**config.mk**
```make
export PLATFORM = sky130hd
export DESIGN_NAME = regfile_wb_port
export DESIGN_NICKNAME = d
export VERILOG_FILES = /design/src/rtl/regfile_wb_port_pkg.sv /design/src/rtl/regfile_wb_port_md_scoreboard.sv /design/src/rtl/regfile_wb_port.sv
export SDC_FILE = /design/constraint.sdc
export NUM_CORES = 2
export LEC_CHECK = 0
export CORE_MARGIN = 1.5
export CORE_UTILIZATION = 68
export CTS_CLUSTER_DIAMETER = 40
export DETAILED_ROUTE_END_ITERATION = 8
export PLACE_DENSITY = 0.95
export SYNTH_ARGS = -nofsm -noshare
export SYNTH_HDL_FRONTEND = slang
export SYNTH_SLANG_ARGS = --single-unit
```
**constraint.sdc**
```tcl
create_clock -name clock -period 5.36 [get_ports clock]
set_clock_uncertainty 0.1 [all_clocks]
set_input_delay 0.536 -clock clock [delete_from_list [all_inputs] [get_ports clock]]
set_output_delay 0.536 -clock clock [all_outputs]
set_load 0.01 [all_outputs]
```
**src/rtl/regfile_wb_port_pkg.sv**
```systemverilog
// Shared constants and scoreboard state type for the architectural register file.
package regfile_wb_port_pkg;

  localparam int unsigned DATA_WIDTH = 32;
  localparam int unsigned NUM_REGS   = 32;
  localparam int unsigned REG_W      = $clog2(NUM_REGS);

  localparam logic [REG_W-1:0] REG_ZERO   = 5'd0;
  localparam logic [REG_W-1:0] REG_STATUS = 5'd30;
  localparam logic [REG_W-1:0] REG_RA     = 5'd31;

  typedef enum logic {
    SB_IDLE,
    SB_PENDING
  } sb_state_e;

endpackage

```
**src/rtl/regfile_wb_port_md_scoreboard.sv**
```systemverilog
// One-entry scoreboard tracking the destination of the in-flight mult/div op
// so decode can stall on it; flags a sticky error on issue while busy.
module regfile_wb_port_md_scoreboard
  import regfile_wb_port_pkg::*;
#(
  parameter int unsigned IDX_W = REG_W
) (
  input  logic             clock,
  input  logic             reset_n,
  input  logic             i_issue,
  input  logic [IDX_W-1:0] i_issue_reg,
  input  logic             i_retire,
  input  logic [IDX_W-1:0] i_read_a,
  input  logic [IDX_W-1:0] i_read_b,
  output logic             o_busy_a,
  output logic             o_busy_b,
  output logic             o_md_busy,
  output logic             o_overlap
);

  sb_state_e        r_state, w_state_next;
  logic [IDX_W-1:0] r_pend_reg, w_pend_next;
  logic             r_overlap, w_overlap_next;
  logic             w_issue_ok;
  logic             w_busy;

  always_ff @(posedge clock or negedge reset_n) begin
    if (!reset_n) begin
      r_state    <= SB_IDLE;
      r_pend_reg <= '0;
      r_overlap  <= 1'b0;
    end else begin
      r_state    <= w_state_next;
      r_pend_reg <= w_pend_next;
      r_overlap  <= w_overlap_next;
    end
  end

  assign w_issue_ok = i_issue && (i_issue_reg != '0);

  always_comb begin
    w_state_next   = r_state;
    w_pend_next    = r_pend_reg;
    w_overlap_next = r_overlap;
    case (r_state)
      SB_IDLE: begin
        if (w_issue_ok) begin
          w_state_next = SB_PENDING;
          w_pend_next  = i_issue_reg;
        end
      end
      SB_PENDING: begin
        // Retire frees the entry first, so a same-cycle issue is legal.
        if (i_retire) begin
          if (w_issue_ok) begin
            w_pend_next = i_issue_reg;
          end else begin
            w_state_next = SB_IDLE;
          end
        end else if (i_issue) begin
          w_overlap_next = 1'b1;
        end
      end
      default: w_state_next = SB_IDLE;
    endcase
  end

  always_comb begin
    w_busy    = (r_state == SB_PENDING);
    o_md_busy = w_busy;
    o_overlap = r_overlap;
    // The retiring write is bypassed to the read ports, so no stall that cycle.
    o_busy_a  = w_busy && (r_pend_reg == i_read_a) && (i_read_a != '0) && !i_retire;
    o_busy_b  = w_busy && (r_pend_reg == i_read_b) && (i_read_b != '0) && !i_retire;
  end

endmodule

```
**src/rtl/regfile_wb_port.sv**
```systemverilog
// Architectural register file with writeback port, two bypassed read ports
// and a mult/div destination scoreboard. Register 0 reads as zero.
module regfile_wb_port #(
  parameter int unsigned DATA_WIDTH = regfile_wb_port_pkg::DATA_WIDTH,
  parameter int unsigned NUM_REGS   = regfile_wb_port_pkg::NUM_REGS
) (
  input  logic                        clock,
  input  logic                        reset_n,
  input  logic                        ctrl_writeEnable,
  input  logic [$clog2(NUM_REGS)-1:0] ctrl_writeReg,
  input  logic [DATA_WIDTH-1:0]       data_writeReg,
  input  logic                        wb_is_multdiv,
  input  logic [$clog2(NUM_REGS)-1:0] ctrl_readRegA,
  input  logic [$clog2(NUM_REGS)-1:0] ctrl_readRegB,
  output logic [DATA_WIDTH-1:0]       data_readRegA,
  output logic [DATA_WIDTH-1:0]       data_readRegB,
  input  logic                        md_issue,
  input  logic [$clog2(NUM_REGS)-1:0] md_issue_reg,
  output logic                        busy_A,
  output logic                        busy_B,
  output logic                        md_busy,
  output logic                        md_overlap
);

  localparam int unsigned IdxW = $clog2(NUM_REGS);

  logic [DATA_WIDTH-1:0] r_regs [1:NUM_REGS-1];
  logic                  w_retire;

  always_ff @(posedge clock or negedge reset_n) begin
    if (!reset_n) begin
      for (int i = 1; i < NUM_REGS; i++) begin
        r_regs[i] <= '0;
      end
    end else if (ctrl_writeEnable && (ctrl_writeReg != '0)) begin
      r_regs[ctrl_writeReg] <= data_writeReg;
    end
  end

  always_comb begin
    data_readRegA = '0;
    if (ctrl_readRegA != '0) begin
      if (ctrl_writeEnable && (ctrl_writeReg == ctrl_readRegA)) begin
        data_readRegA = data_writeReg;
      end else begin
        data_readRegA = r_regs[ctrl_readRegA];
      end
    end
  end

  always_comb begin
    data_readRegB = '0;
    if (ctrl_readRegB != '0) begin
      if (ctrl_writeEnable && (ctrl_writeReg == ctrl_readRegB)) begin
        data_readRegB = data_writeReg;
      end else begin
        data_readRegB = r_regs[ctrl_readRegB];
      end
    end
  end

  assign w_retire = ctrl_writeEnable && wb_is_multdiv;

  regfile_wb_port_md_scoreboard #(
    .IDX_W (IdxW)
  ) u_md_scoreboard (
    .clock       (clock),
    .reset_n     (reset_n),
    .i_issue     (md_issue),
    .i_issue_reg (md_issue_reg),
    .i_retire    (w_retire),
    .i_read_a    (ctrl_readRegA),
    .i_read_b    (ctrl_readRegB),
    .o_busy_a    (busy_A),
    .o_busy_b    (busy_B),
    .o_md_busy   (md_busy),
    .o_overlap   (md_overlap)
  );

endmodule
```
==> summary.md <==
| Metric | Value |
|---|---|
| Status | `finished with violations` |
| Failing checks | `DRC` |
| #FFs+latches synth | `999` |
| Post-CTS resize count | `0` |
| Max-slew violations | `0` |
| Setup violators final | `0` |
| Core area | `78700 sq um` |
| P per Cell Area | `410 nW/um^2` |
| Worst setup EP type | `primary output` |
| Largest net degree at the start of global routing | `172` |
| GR Overflow Total | `0` |
| Die width | `around 280 microns` |
| Pwr Total | `24.9 mW` |
| Top delay family on crit path | `buffers and inverters` |
| Area Growth Syn to Fin | `12.6%` |
| First-pass GRT wire length | `281000 microns` |
| Most instantiated library cell after synthesis | `mux2_2` |
| H-Tree Depth | `4` |
| # port buffers | `124` |
| Worst-path clk slew | `0.05 ns` |
| Worst-skew pair later-pin latency | `0.76 ns` |
| DR iter-0 viols | `7451` |
| Via density | `8.57` |
| Nets | `around 3600` |
| Nature of the critical path startpoint | `input port` |
| Cell Area, Synth | `~54000 sq um` |
| Clock root buffer | `clkbuf_16` |
| Sequential area share after synthesis | `0.464` |
| EDFF count, synth | `0` |
| Final core occ | `0.771` |
| Ys async rst share | `1.00` |
| DRC Markers | `11` |
| Buf/Inv on CP | `3` |
| CP Capture Point | `data_readRegA[12]` |
| Post-DP HPWL | `98300 microns` |
| Yosys cell types | `48` |
| Via count | `slightly above 40000` |
| Hold Crit Class | `input port to flip-flop` |
| Share of cells above drive strength 1 | `0.531` |
| DRT met1 WL | `57600 microns` |
| Placed cells | `4491` |
| Avg Cell Area, Syn | `roughly 15 sq um` |
| VDD IR max | `0.351 mV` |
| Row Count | `around 100` |
| DP Area | `56100 sq um` |
| Final Hold Slack | `0.293 ns` |
| Met3 WL post-DR | `~34000 microns` |
| Commonest cells post-synth | `mux2_2 (1060), dfrtp_1 (999), mux4_2 (449)` |
| Crit. path cell count | `8` |
| Setup crit start | `ctrl_writeReg[4]` |
| TritonCTS buffer count | `around 130` |
| Mapped Cells | `3579` |
| Drt wl/cell | `40.2 microns` |
| Setup TNS | `0 ns` |
| Syn. warnings | `0` |
| Slowest CP cell | `a221oi_1` |
| Vias in the first global route | `approximately 43000` |
| Post-Route WL | `190000 microns` |
| Post-Syn Nets | `3636` |
| # IOs | `125` |
| CP peak stage delay | `1.03 ns` |
| Dominant cells by area after synthesis | `dfrtp_1 (46%), mux2_2 (22%), mux4_2 (19%)` |
| All-layer global routing usage | `0.479` |
| Top FF cell, synth | `dfrtp_1` |
| Crit Path Class | `input port to primary output` |
| Antenna violations before repair | `12` |
| Worst r2r dst | `u_md_scoreboard.r_pend_reg[1]$_DFFE_PN0P_` |
| RSZ-0062 raised after global routing | `no` |
| CTS tree | `yes` |
| Worst slew margin | `0.0593` |
| Final instance area | `roughly 60000 sq um` |
| Crit-path cells | `clkdlybuf4s50_1, xnor2_1, nand2_1, or3_2, and2_2, buf_4, a221oi_1, clkdlybuf4s50_1` |
| Post-CTS setup repair buffer count | `0` |
| Worst-Margin Slew | `about 1.4 ns` |
| LEAKAGE | `approximately 26 nW` |
| Dominant cell type by area after synthesis | `dfrtp_1` |
| Die height | `285 microns` |
| DRT Pass-1 Iters | `9` |
| R2R depth | `3` |
| Placement Setup Slack | `roughly 0.73 ns` |
| Tmin final | `approximately 5.2 ns` |
| Most frequent CP cell | `clkdlybuf4s50_1` |
| Final Hold Viols | `0` |
| FMAX | `around 0.19 GHz` |
| Setup ws final | `0.138 ns` |
| Max reg flops | `992` |
| Die Footprint | `between 80000 and 90000 sq um` |
| Area share of the largest cell type after synthesis | `0.464` |
| Total of max-cap violations | `0` |
| Final GP Congestion | `0.901` |
| Worst path required time | `4.72 ns` |
| Initial core utilization | `0.685` |
| Post-route non-filler standard cell count | `4739` |
| Fin crit share | `0.974` |
| R2R Setup Slk | `roughly 3.7 ns` |
| Clock Sink Count | `999` |
| CP Data Arrival Time | `between 4 and 5 ns` |
| Final ANT Viol Nets | `0` |
| Reg-to-reg startpoint | `u_md_scoreboard.o_md_busy$_DFF_PN0_` |
| Met2 wire len | `80000 microns` |
| Highest Signal Layer | `met5` |
| Clock tree buffer depth | `3` |
| Critical Path Fanout Max | `12` |
[metal layers]
| layer | GRT usage | vias to the layer above |
|---|---|---|
| li1 | - | 14018 |
| met5 | 0.00119 | - |
| met2 | 0.661 | 4683 |
| met1 | 0.557 | 20151 |
| met3 | 0.264 | 1737 |
| met4 | 0.365 | 11 |
[area by class of cell]
cell class | count | area, sq um
multi-input combinational | 2155 | 27200
fill | 3688 | 18100
clock buffer | 175 | 3850
timing repair buffer | 261 | 2540
antenna | 6 | 15.0
sequential | 999 | 25000
inverter | 27 | 101
clock inverter | 66 | 696
tap | 1050 | 1310
[worst min-delay path by stage]
stage | start | end | cells after the start
floorplan | reset_n | r_regs[0]$_DFFE_PN0P_ | 0
global placement | u_md_scoreboard.o_overlap$_DFFE_PN0P_ | u_md_scoreboard.o_overlap$_DFFE_PN0P_ | 1
detailed placement | u_md_scoreboard.o_overlap$_DFFE_PN0P_ | u_md_scoreboard.o_overlap$_DFFE_PN0P_ | 1
CTS | md_issue | u_md_scoreboard.o_overlap$_DFFE_PN0P_ | 2
global route | md_issue | u_md_scoreboard.o_overlap$_DFFE_PN0P_ | 2
finish | md_issue | u_md_scoreboard.o_overlap$_DFFE_PN0P_ | 2
[cell usage in the layout (no fill, tap or decap), types with 18 or more instances in the layout]
master	count
o21ai_0	37
nor2b_1	21
a221oi_1	113
inv_1	26
o22ai_1	18
nor2_1	31
buf_4	118
a21oi_1	20
or3_1	18
clkdlybuf4s50_1	114
a221o_1	25
dfrtp_1	999
clkbuf_8	22
mux4_2	449
a22o_1	42
mux2_2	1060
clkbuf_16	140
clkinv_2	20
o221a_2	18
mux2i_1	80
buf_12	21
o211ai_1	20
a22oi_1	43
[worst register-to-register path: cells and delay by family, from the launching register on]
family / cells / cell delay, ns
compound gates: 1 / 0.49
flops: 1 / 0.33
mux: 1 / 0.35
simple gates: 1 / 0.28
[cells by family after synthesis]
kind of cell / count (synthesis) / share of synthesized area
muxes: 1589 / 0.424
buffers and inverters: 425 / 0.0369
xor gates and xnor gates: 20 / 0.00325
and+or+nand+nor: 186 / 0.0179
DFF: 999 / 0.464
AOI/OAI and AO/OA: 360 / 0.0543
[power breakdown]
part	switching, mW	internal [mW]
clock network	3.68	5.53
logic	2.27	2.95
registers	1.41	9.03
total	7.37	17.5
[what timing repair did]
item,4_1_cts,5_1_grt
hold endpoints to repair,88,0
hold buffers,1,0
setup endpoints to repair,0,0
Note: power is estimated with default switching activity, not from simulation.
